$ cat src/rtl/sc_spi_pkg.sv
// Shared definitions for the SPI serial-clock generator.
package sc_spi_pkg;

  typedef enum logic [1:0] {
    ST_IDLE = 2'd0,
    ST_PH1  = 2'd1,
    ST_PH2  = 2'd2
  } state_t;

  localparam int CPOL_BIT = 1;
  localparam int CPHA_BIT = 0;
  localparam int DIV_MIN  = 2;

endpackage

$ cat src/rtl/sc_spi_phase_timer.sv
// Loadable down-counter; tc is high while the count sits at zero.
module sc_spi_phase_timer
  import sc_spi_pkg::*;
#(
  parameter int DIV_W = 8
) (
  input  logic             clk,
  input  logic             rst,
  input  logic             load,
  input  logic [DIV_W-1:0] load_val,
  output logic             tc
);

  logic [DIV_W-1:0] cnt;

  always_ff @(posedge clk or posedge rst) begin
    if (rst)
      cnt <= '0;
    else if (load)
      cnt <= load_val;
    else if (cnt != '0)
      cnt <= cnt - DIV_W'(1);
  end

  assign tc = (cnt == '0);

endmodule

$ cat src/rtl/sc_spi_sclkgen.sv
// SPI serial-clock burst generator with CPOL/CPHA support and
// SRCCLK-aligned shift/sample strobes.
module sc_spi_sclkgen
  import sc_spi_pkg::*;
#(
  parameter int DIV_W = 8,
  parameter int CNT_W = 6
) (
  input  logic             SRCCLK,
  input  logic             SYSRST,
  input  logic             CLK_START,
  input  logic             CLK_STOP,
  input  logic [DIV_W-1:0] CLK_CLKDR,
  input  logic [1:0]       CLK_MODE,
  input  logic [CNT_W-1:0] CLK_NCYC,
  output logic             SPICLK,
  output logic             SHIFT_STB,
  output logic             SAMPLE_STB,
  output logic             BUSY,
  output logic             DONE
);

  state_t           state, state_nxt;
  logic [DIV_W-1:0] div_q, div_in, half_q, half_in, load_val;
  logic [CNT_W-1:0] cyc_q, cyc_nxt;
  logic             cpol_q, cpha_q, latch_en;
  logic             ph_load, ph_tc;
  logic             spiclk_nxt, shift_nxt, sample_nxt, busy_nxt, done_nxt;

  // Divider values below the minimum run as the minimum period.
  assign div_in  = (CLK_CLKDR < DIV_W'(DIV_MIN)) ? DIV_W'(DIV_MIN) : CLK_CLKDR;
  assign half_in = div_in >> 1;
  assign half_q  = div_q >> 1;

  sc_spi_phase_timer #(.DIV_W(DIV_W)) u_phase_timer (
    .clk      (SRCCLK),
    .rst      (SYSRST),
    .load     (ph_load),
    .load_val (load_val),
    .tc       (ph_tc)
  );

  always_comb begin
    state_nxt  = state;
    latch_en   = 1'b0;
    ph_load    = 1'b0;
    load_val   = '0;
    cyc_nxt    = cyc_q;
    spiclk_nxt = SPICLK;
    shift_nxt  = 1'b0;
    sample_nxt = 1'b0;
    busy_nxt   = BUSY;
    done_nxt   = 1'b0;
    case (state)
      ST_IDLE: begin
        spiclk_nxt = CLK_MODE[CPOL_BIT];
        busy_nxt   = 1'b0;
        if (CLK_START && !CLK_STOP) begin
          state_nxt  = ST_PH1;
          latch_en   = 1'b1;
          cyc_nxt    = CLK_NCYC;
          ph_load    = 1'b1;
          load_val   = half_in - DIV_W'(1);
          spiclk_nxt = ~CLK_MODE[CPOL_BIT];
          busy_nxt   = 1'b1;
          shift_nxt  = CLK_MODE[CPHA_BIT];
          sample_nxt = ~CLK_MODE[CPHA_BIT];
        end
      end
      ST_PH1: begin
        if (CLK_STOP) begin
          state_nxt  = ST_IDLE;
          spiclk_nxt = cpol_q;
          busy_nxt   = 1'b0;
        end else if (ph_tc) begin
          state_nxt  = ST_PH2;
          ph_load    = 1'b1;
          load_val   = div_q - half_q - DIV_W'(1);
          spiclk_nxt = cpol_q;
          sample_nxt = cpha_q;
          // With CPHA=0 the final trailing edge has no bit left to launch.
          shift_nxt  = ~cpha_q && (cyc_q != '0);
        end
      end
      ST_PH2: begin
        if (CLK_STOP) begin
          state_nxt  = ST_IDLE;
          spiclk_nxt = cpol_q;
          busy_nxt   = 1'b0;
        end else if (ph_tc) begin
          if (cyc_q == '0) begin
            state_nxt  = ST_IDLE;
            spiclk_nxt = cpol_q;
            busy_nxt   = 1'b0;
            done_nxt   = 1'b1;
          end else begin
            state_nxt  = ST_PH1;
            cyc_nxt    = cyc_q - CNT_W'(1);
            ph_load    = 1'b1;
            load_val   = half_q - DIV_W'(1);
            spiclk_nxt = ~cpol_q;
            shift_nxt  = cpha_q;
            sample_nxt = ~cpha_q;
          end
        end
      end
      default: begin
        state_nxt = ST_IDLE;
        busy_nxt  = 1'b0;
      end
    endcase
  end

  always_ff @(posedge SRCCLK or posedge SYSRST) begin
    if (SYSRST) begin
      state      <= ST_IDLE;
      div_q      <= '0;
      cpol_q     <= 1'b0;
      cpha_q     <= 1'b0;
      cyc_q      <= '0;
      SPICLK     <= 1'b0;
      SHIFT_STB  <= 1'b0;
      SAMPLE_STB <= 1'b0;
      BUSY       <= 1'b0;
      DONE       <= 1'b0;
    end else begin
      state      <= state_nxt;
      cyc_q      <= cyc_nxt;
      SPICLK     <= spiclk_nxt;
      SHIFT_STB  <= shift_nxt;
      SAMPLE_STB <= sample_nxt;
      BUSY       <= busy_nxt;
      DONE       <= done_nxt;
      if (latch_en) begin
        div_q  <= div_in;
        cpol_q <= CLK_MODE[CPOL_BIT];
        cpha_q <= CLK_MODE[CPHA_BIT];
      end
    end
  end

endmodule

$ cat config.mk
export PLATFORM = sky130hd
export DESIGN_NAME = sc_spi_sclkgen
export DESIGN_NICKNAME = d
export VERILOG_FILES = /design/src/rtl/sc_spi_pkg.sv /design/src/rtl/sc_spi_phase_timer.sv /design/src/rtl/sc_spi_sclkgen.sv
export SDC_FILE = /design/constraint.sdc
export NUM_CORES = 1
export LEC_CHECK = 0
export CORE_MARGIN = 8
export CORE_UTILIZATION = 55
export CTS_CLUSTER_SIZE = 20
export DETAILED_ROUTE_END_ITERATION = 8
export GPL_TIMING_DRIVEN = 1
export HOLD_SLACK_MARGIN = 0.1
export PLACE_DENSITY = 0.77
export SLEW_MARGIN = 20
export SYNTH_ARGS = -nofsm -noshare
export SYNTH_HDL_FRONTEND = slang
export SYNTH_HIERARCHICAL = 1
export SYNTH_SLANG_ARGS = --single-unit
$ cat constraint.sdc
create_clock -name SRCCLK -period 5.8 [get_ports SRCCLK]
set_input_delay 1.45 -clock SRCCLK [delete_from_list [all_inputs] [get_ports SRCCLK]]
set_output_delay 1.45 -clock SRCCLK [all_outputs]
set_load 0.05 [all_outputs]
==> metrics.md <==
| Metric | Value |
|---|---|
| Crit start category | `primary input` |
| First-pass detailed-route iteration total | `5` |
| Kind of critical path | `primary input to flop` |
| Cells on Worst Hold Path | `1` |
| PortBufs | `24` |
| Final Setup Violations | `0` |
| Warnings, synthesis | `6` |
| Post-CTS Repair Setup Buffers | `0` |
| Post-Syn Area | `about 0.0026 mm^2` |
| Placed cells | `between 300 and 400` |
| Arrival time at the worst endpoint | `slightly below 4 ns` |
| Die ar. | `roughly 0.0071 mm^2` |
| Synth Flop Type | `dfrtp_1` |
| Die Wd | `approximately 84 um` |
| Max VDD drop | `218 uV` |
| DR WL/cell | `roughly 15 um` |
| Highest clock rate | `266 MHz` |
| Initial Utilization | `between 50% and 60%` |
| Post-synth EDFFs | `0` |
| GRT overflow | `0` |
| Max-Slew Margin vs Limit | `between 30% and 40%` |
| Largest net degree at the start of global routing | `24` |
| Initial antenna violation count | `0` |
| Hold WC Path Type | `flop to flop` |
| Tcrit/Tclk final | `between 60% and 70%` |
| Tot Pwr | `1.47 mW` |
| Clock transition at path regs | `around 0.070 ns` |
| # clock sinks | `31` |
| Final Hold Viols | `0` |
| Gp weighted congestion | `just over 0.9` |
| Pleak | `around 1.2 nW` |
| Setup TNS | `0 ns` |
| First-pass GRT wire length | `roughly 10000 um` |
| CP max FO | `5` |
| Cells after Synth | `308` |
| N_diodes | `0` |
| Post-DRT Antenna Nets | `0` |
| Hpwl dp | `between 4000 and 5000 um` |
| Resized Gates After CTS | `0` |
| Post-synth ARST share | `100%` |
| Syn Nets | `355` |
| 1st-iter DRT viols | `~100` |
| WHS | `just under 0.5 ns` |
| Register area share after synthesis | `a little under a third` |
| Commonest cells after routing, fill and taps aside | `dfrtp_1 (31), nand2_1 (31), inv_1 (27)` |
| FF-to-FF path depth | `8` |
| Max-slew violations | `0` |
| Final min period | `roughly 3.8 ns` |
| Fraction of layout cells with a size suffix above 1 | `about 6.6%` |
| Finished Layout Cells | `a little under 400` |
| Max cap viols | `0` |
| Cts hold-fix bufs | `0` |
| Final Util | `between 60% and 70%` |
| Final Skew | `between 0.003 and 0.004 ns` |
| Clock Latency Late Sink | `approximately 0.29 ns` |
| Die Height | `around 84 um` |
| H-tree depth | `2` |
| Worst Setup End Kind | `flop` |
| Final wirelength | `5840 um` |
| DRC violations left | `0` |
| Area grow syn2layout | `13.5%` |
| CTS Root Cell | `clkbuf_8` |
| Outcome | `finished clean` |
| Via density | `~5.8` |
| Clk buf depth | `2` |
| FP Rows | `25` |
| CTS tree | `built` |
| Yosys reg bits | `31` |
| Yosys cell types | `58` |
| Vias in the first global route | `between 2000 and 2500` |
| GRT Util Overall | `approximately 17%` |
| Syn avg cell area | `about 8.4 um^2` |
| Worst slew pin tran | `about 0.9 ns` |
| Core ar. | `roughly 0.0046 mm^2` |
| RSZ-0062 raised after global routing | `false` |
| Nets | `around 380` |
| DR vias | `2239` |
| Power Density | `~500 mW/mm^2` |
| Required @ worst endpoint | `between 5 and 6 ns` |
| TritonCTS Buffers | `5` |
| Ports | `25` |
[logic make-up after synthesis]
kind of cell | count (synthesis) | synth area share [%]
XOR/XNOR | 16 | 5.44
AO/OA/AOI/OAI | 84 | 22.4
adder cells (fa/ha/maj) | 27 | 13.4
flip-flops | 31 | 30.1
AND/OR/NAND/NOR | 109 | 21.2
multiplexers | 4 | 1.65
buffers and inverters | 37 | 5.83
[worst max-delay path: stages]
cell and delay, ns:
clkdlybuf4s50_1 0.48, or4_1 0.62, nor2b_1 0.24, nor2_1 0.07
ha_1 0.21, nor3b_1 0.17, xnor2_1 0.14, nor2_1 0.05
a221oi_1 0.21, nor2_1 0.05, nand2b_1 0.15, o31a_1 0.10
[metrics by stage]
step / cell area (um^2) / setup WS, ns
floorplan: 2580 / 2.40
global placement: 2840 / 1.81
detailed placement: 2840 / 1.74
CTS: 2930 / 2.05
global route: 2930 / 1.87
finish: 2930 / 2.03
[power by group]
part / leakage (nW) / switching (mW) / internal [mW]
registers: 0.382 / 0.101 / 0.314
logic: 0.795 / 0.514 / 0.375
clock network: 0.0422 / 0.0857 / 0.0842
total: 1.22 / 0.701 / 0.773
[path summary, 6_finish.rpt]
check / start / end / slack (ns)
worst min-delay path: BUSY / BUSY / 0.49
worst min register to register: BUSY / BUSY / 0.49
worst max register to register: u_phase_timer/cnt[0] / cyc_q[0] / 2.72
min in group asynchronous: SYSRST / u_phase_timer/cnt[6] / 1.44
max in group asynchronous: SYSRST / div_q[7] / 3.53
worst max-delay path: CLK_CLKDR[3] / u_phase_timer/cnt[4] / 2.03
[Yosys cell counts, types with 2 or more instances]
| library cell | n | share of area, % |
|---|---|---|
| o211ai_2 | 2 | 0.97 |
| xor2_1 | 4 | 1.4 |
| nor2_2 | 3 | 0.73 |
| a221oi_1 | 3 | 1.0 |
| nor3_1 | 10 | 1.9 |
| nor4_1 | 4 | 0.97 |
| nand3b_1 | 3 | 0.87 |
| a21boi_0 | 4 | 1.2 |
| nand2_1 | 31 | 4.5 |
| nand3_1 | 6 | 1.2 |
| xnor2_1 | 12 | 4.1 |
| o31ai_1 | 7 | 2.0 |
| a31oi_1 | 4 | 0.97 |
| dfrtp_1 | 31 | 30 |
| buf_2 | 3 | 0.58 |
| o311ai_0 | 2 | 0.68 |
| ha_1 | 26 | 13 |
| a21oi_1 | 17 | 3.3 |
| nor2b_1 | 6 | 1.5 |
| nor3b_1 | 3 | 0.87 |
| o21ai_1 | 5 | 0.97 |
| and3_1 | 2 | 0.49 |
| o22ai_1 | 4 | 0.97 |
| o21ai_0 | 18 | 3.5 |
| inv_1 | 27 | 3.9 |
| nand2b_1 | 8 | 1.9 |
| a211oi_1 | 2 | 0.58 |
| nor2_1 | 26 | 3.8 |
| clkbuf_1 | 5 | 0.73 |
| mux2i_1 | 2 | 0.78 |
[routing by layer]
| metal | global-route usage, % | part of all wire, % | vias to the layer above |
|---|---|---|---|
| met3 | 3.71 | 5.0 | 6 |
| met1 | 23.1 | 47 | 1052 |
| li1 | - | - | 1130 |
| met5 | 0 | 0 | - |
| met4 | 5.50 | 1.2 | 0 |
| met2 | 27.6 | 47 | 51 |
[layout make-up]
class                           instances  area (um^2)
Fill cell                             397         1700
Clock buffer                            7         76.3
Tap cell                               54         67.6
Inverter                               27          101
Multi-Input combinational cell        240         1650
Timing Repair Buffer                   25          248
Clock inverter                          1         5.00
Sequential cell                        31          776
[flip-flops by register name, indices dropped and copies added, names as in the netlist]
signal / count
BUSY: 1
SHIFT_STB: 1
state: 2
SPICLK: 1
DONE: 1
div_q: 8
cpol_q: 1
SAMPLE_STB: 1
u_phase_timer/cnt: 8
cpha_q: 1
cyc_q: 6
Power figures use the tool's default switching activity.
==> RTL change 1: new RTL, same flow settings <==
Set the package constant `CPOL_BIT` to 0 (it was 1).
--- a/src/rtl/sc_spi_pkg.sv
+++ b/src/rtl/sc_spi_pkg.sv
@@ -7,7 +7,7 @@
     ST_PH2  = 2'd2
   } state_t;
 
-  localparam int CPOL_BIT = 1;
+  localparam int CPOL_BIT = 0;
   localparam int CPHA_BIT = 0;
   localparam int DIV_MIN  = 2;
 
Check against the original RTL: not equivalent (Yosys sat finds a counterexample within 4 cycles, from zero or initial values and one cycle with SYSRST high).
==> RTL change 1 against the unedited design <==
Wire length shrank 2.3%. Sequential cell count fell by 1. Largest power group unchanged. Sequential share of layout area down 0.61 points. Utilization grew 2.5 points. Count of clock-buffer cells in the layout unchanged. Total power is 6.3% lower. Design area fell by 0.94%. Setup slack lost 190 ps. Die area fell by 0.78%. Area after synthesis decreased by 0.97%.
==> RTL change 1: results (changes against the unedited design) <==
| Metric | Value |
|---|---|
| Status | finished, final reports clean |
| Most frequent cells after synthesis | dfrtp_1, ha_1, inv_1 |
| Clock skew | 4.59 ps (+1.27 ps) |
| CP peak stage delay | 560 ps (-60 ps) |
| NumNets Final | 372 (-1.3%) |
| DR pass1 iterations | 4 (-1) |
| DRT Wirelength | 5.71 mm (-2.3%) |
| Synth async-reset ratio | 1.00 (unchanged) |
| Pin count of the biggest net entering global routing | 23 (-4.2%) |
| Share of cells above drive strength 1 | 0.0590 (-0.00746) |
| WP data arrival | 4120 ps (+170 ps) |
| Port bufs | 23 (-4.2%) |
| First-pass GRT wire length | 9.87 mm (-2.8%) |
| Worst setup margin | 1840 ps (-190 ps) |
| Sequential area share after synthesis | 0.294 (-0.00685) |
| GRT Util Overall | 0.167 (-0.00764) |
| First DRT Iteration DRCs | 139 (+34%) |
| Number of global-route vias before repair | 2,135 (-0.28%) |
| Clock Path Buffers | 2 (unchanged) |
| Max-slew headroom | 0.360 (-0.0228) |
| Synth top area cells | dfrtp_1, ha_1, inv_1 |
| Cell leakage power | 1.25 nW (+2.6%) |
| Post-place setup slack | 1590 ps (-158 ps) |
| Peak supply drop | 0.233 mV (+7.1%) |
| DP HPWL | 4.25 mm (-3.6%) |
| Syn Nets | 353 (-0.56%) |
| Final Wtd Congestion | 0.814 (-10%) |
| DR vias | 2,185 (-2.4%) |
RTL change 1: cell count changes after synthesis, sizes merged, moves of 5 or more:
| cell | unedited run | this run |
|---|---|---|
| nand3 | 6 | 1 |
| a21oi | 18 | 13 |
| a31oi | 4 | 10 |
| nand2b | 8 | 2 |
| o21ai | 25 | 15 |
RTL change 1: worst min-delay path, cell delays in order, from the launching register on:
cell and delay [ps]:
dfrtp_1 340, o21ai_0 80, o31ai_1 60
RTL change 1: metrics by stage:
| stage | hold slack (ps) | utilization | instances |
|---|---|---|---|
| CTS | 515 | 0.656 | 374 |
| detailed placement | 499 | 0.636 | 366 |
| global placement | 480 | 0.636 | 366 |
| global route | 553 | 0.656 | 374 |
| floorplan | 456 | - | 302 |
| finish | 514 | 0.656 | 374 |
RTL change 1: logic make-up after synthesis:
family,after synthesis,synth area share
AND/OR/NAND/NOR,102,0.204
AO/OA/AOI/OAI,81,0.224
buffers and inverters,41,0.0618
adder cells (fa/ha/maj),31,0.155
flip-flops,30,0.294
XOR/XNOR,14,0.0480
multiplexers,3,0.0127
RTL change 1: path summary, 6_finish.rpt:
kind / cells past startpoint / to / startpoint / slack (ps)
worst max-delay path: 12 / u_phase_timer/cnt[4] / CLK_CLKDR[5] / 1840
worst min-delay path: 2 / SPICLK / SPICLK / 510
worst min register to register: 2 / SPICLK / SPICLK / 510
worst max register to register: 10 / u_phase_timer/cnt[7] / u_phase_timer/cnt[0] / 2760
max in group asynchronous: 2 / cyc_q[5] / SYSRST / 3530
min in group asynchronous: 2 / u_phase_timer/cnt[1] / SYSRST / 1440
RTL change 1: power breakdown:
part | total, W | leakage (nW) | internal [W] | switching, W
Combinational | 0.000808 | 0.834 | 0.000341 | 0.000467
Sequential | 0.000396 | 0.370 | 0.000303 | 0.0000934
Clock | 0.000177 | 0.0482 | 0.0000957 | 0.0000817
Total | 0.00138 | 1.25 | 0.000739 | 0.000642
RTL change 1: cell type report:
cell class              count  area, µm²
flip-flops and latches     30        751
clock buffers               7       86.3
well taps                  52       65.1
multi-input cells         231       1640
repair buffers             24        238
fillers                   378       1520
clock inverters             1       5.00
inverters                  29        109
RTL change 1: per-layer routing:
layer	track usage	vias to the layer above	routed length (µm)	part of all wire
met4	0.0534	0	70	0.012
met3	0.0371	7	200	0.035
met2	0.265	41	2590	0.45
met1	0.217	1019	2850	0.50
met5	0	-	0	0
li1	-	1118	-	-
==> RTL change 2: new RTL, same flow settings <==
Made on the original files. Remove the register `SHIFT_STB`: a continuous assignment takes its place, so the output `SHIFT_STB` follows one clock earlier.
--- a/src/rtl/sc_spi_sclkgen.sv
+++ b/src/rtl/sc_spi_sclkgen.sv
@@ -119,7 +119,6 @@
       cpha_q     <= 1'b0;
       cyc_q      <= '0;
       SPICLK     <= 1'b0;
-      SHIFT_STB  <= 1'b0;
       SAMPLE_STB <= 1'b0;
       BUSY       <= 1'b0;
       DONE       <= 1'b0;
@@ -127,7 +126,6 @@
       state      <= state_nxt;
       cyc_q      <= cyc_nxt;
       SPICLK     <= spiclk_nxt;
-      SHIFT_STB  <= shift_nxt;
       SAMPLE_STB <= sample_nxt;
       BUSY       <= busy_nxt;
       DONE       <= done_nxt;
@@ -139,5 +137,7 @@
     end
   end
 
+  assign SHIFT_STB = shift_nxt;
+
 endmodule
 
Formal check against the unedited RTL: not equivalent (a bounded check fails within 4 cycles, from zero or initial values and one cycle with SYSRST high).
==> RTL change 2 against the unedited design <==
Sequential power is 5% lower. Sequential share of layout area is 0.96 points lower. Clock power is 8% higher. Sequential cell count is 1 lower. Setup slack worse by 830 ps. Total power is 4.6% lower. Area after synthesis is 0.63% higher. Design area is 0.43% higher. Wire length is 1.6% higher. First-iteration DRC count grew to 2.5 times the old value. Highest routed layer unchanged.
==> RTL change 2: results (changes against the unedited design) <==
| Metric | Value |
|---|---|
| Worst path slowest cell | clkdlybuf4s50_1 |
| GRT Util Overall | 0.174 (about the same) |
| Cell leakage power | 1.26 nW (+3.2%) |
| Most frequent cells after synthesis | nand2_1, dfrtp_1, ha_1 |
| First-pass GRT wire length | 10.3 mm (+1.1%) |
| Synth top area cells | dfrtp_1, ha_1, nand2_1 |
| P_sw | 0.000653 W (-6.8%) |
| Post-placement cell count | 382 (+1.3%) |
| CP top delay family | buffers and inverters |
| Comb pwr share | 0.587 (-0.016) |
| Pin count of the biggest net entering global routing | 23 (-4.2%) |
| Worst Hold Slack | 501 ps (+8.11 ps) |
| Hold Crit Endpoint | div_q[0] |
| Peak supply drop | 0.244 mV (+12%) |
| Share of cells above drive strength 1 | 0.0714 (+0.00496) |
| Reg2Reg Depth | 11 (+3) |
| Number of global-route vias before repair | 2,145 (+0.19%) |
| Placed cell area | 0.00284 mm² (about the same) |
| Non-Filler Instances | 390 (+1.3%) |
| Post-DR vias/cell | 5.83 (+0.26%) |
| WP data arrival | 3150 ps (-800 ps) |
| HP Start | div_q[0] |
| Syn Nets | 359 (+1.1%) |
| Final Wtd Congestion | 0.854 (-6.0%) |
| Worst setup endpoint | SHIFT_STB |
| Clock Power Share | 0.131 (+0.016) |
| Worst hold path stage count | 2 (+1) |
| Yosys cell types | 59 (+1.7%) |
| Wirelength per Cell | 15.2 µm (+0.27%) |
| R2R setup slack | 2620 ps (-100 ps) |
| Status | finished, final reports clean |
| Fin crit period | 4600 ps (+830 ps) |
| CP peak stage delay | 540 ps (-80 ps) |
RTL change 2: cell count changes after synthesis, moves of 3 or more:
cell | before | now
nand2_1 | 31 | 35
nor2_1 | 26 | 22
nor3_1 | 10 | 13
o21ai_1 | 5 | 0
RTL change 2: cells by family after synthesis:
family	Yosys count	synth area share
muxes	6	0.0241
adders and majority gates	27	0.133
buffers and inverters	36	0.0666
AOI/OAI and AO/OA	79	0.196
DFF	30	0.289
and+or+nand+nor	120	0.244
xor gates and xnor gates	14	0.0473
RTL change 2: layout make-up:
class                   count  area [µm²]
inverters                  25        93.8
clock inverters             2        12.5
well taps                  54        67.6
fillers                   396        1690
flip-flops and latches     30         751
clock buffers               6        82.6
repair buffers             27         260
multi-input cells         246        1670
RTL change 2: layer usage:
layer | vias up | GRT usage | wire length, µm
li1 | 1147 | - | -
met1 | 1061 | 0.229 | 2810
met2 | 61 | 0.281 | 2760
met3 | 5 | 0.0380 | 295
met4 | 0 | 0.0453 | 63
met5 | - | 0 | 0
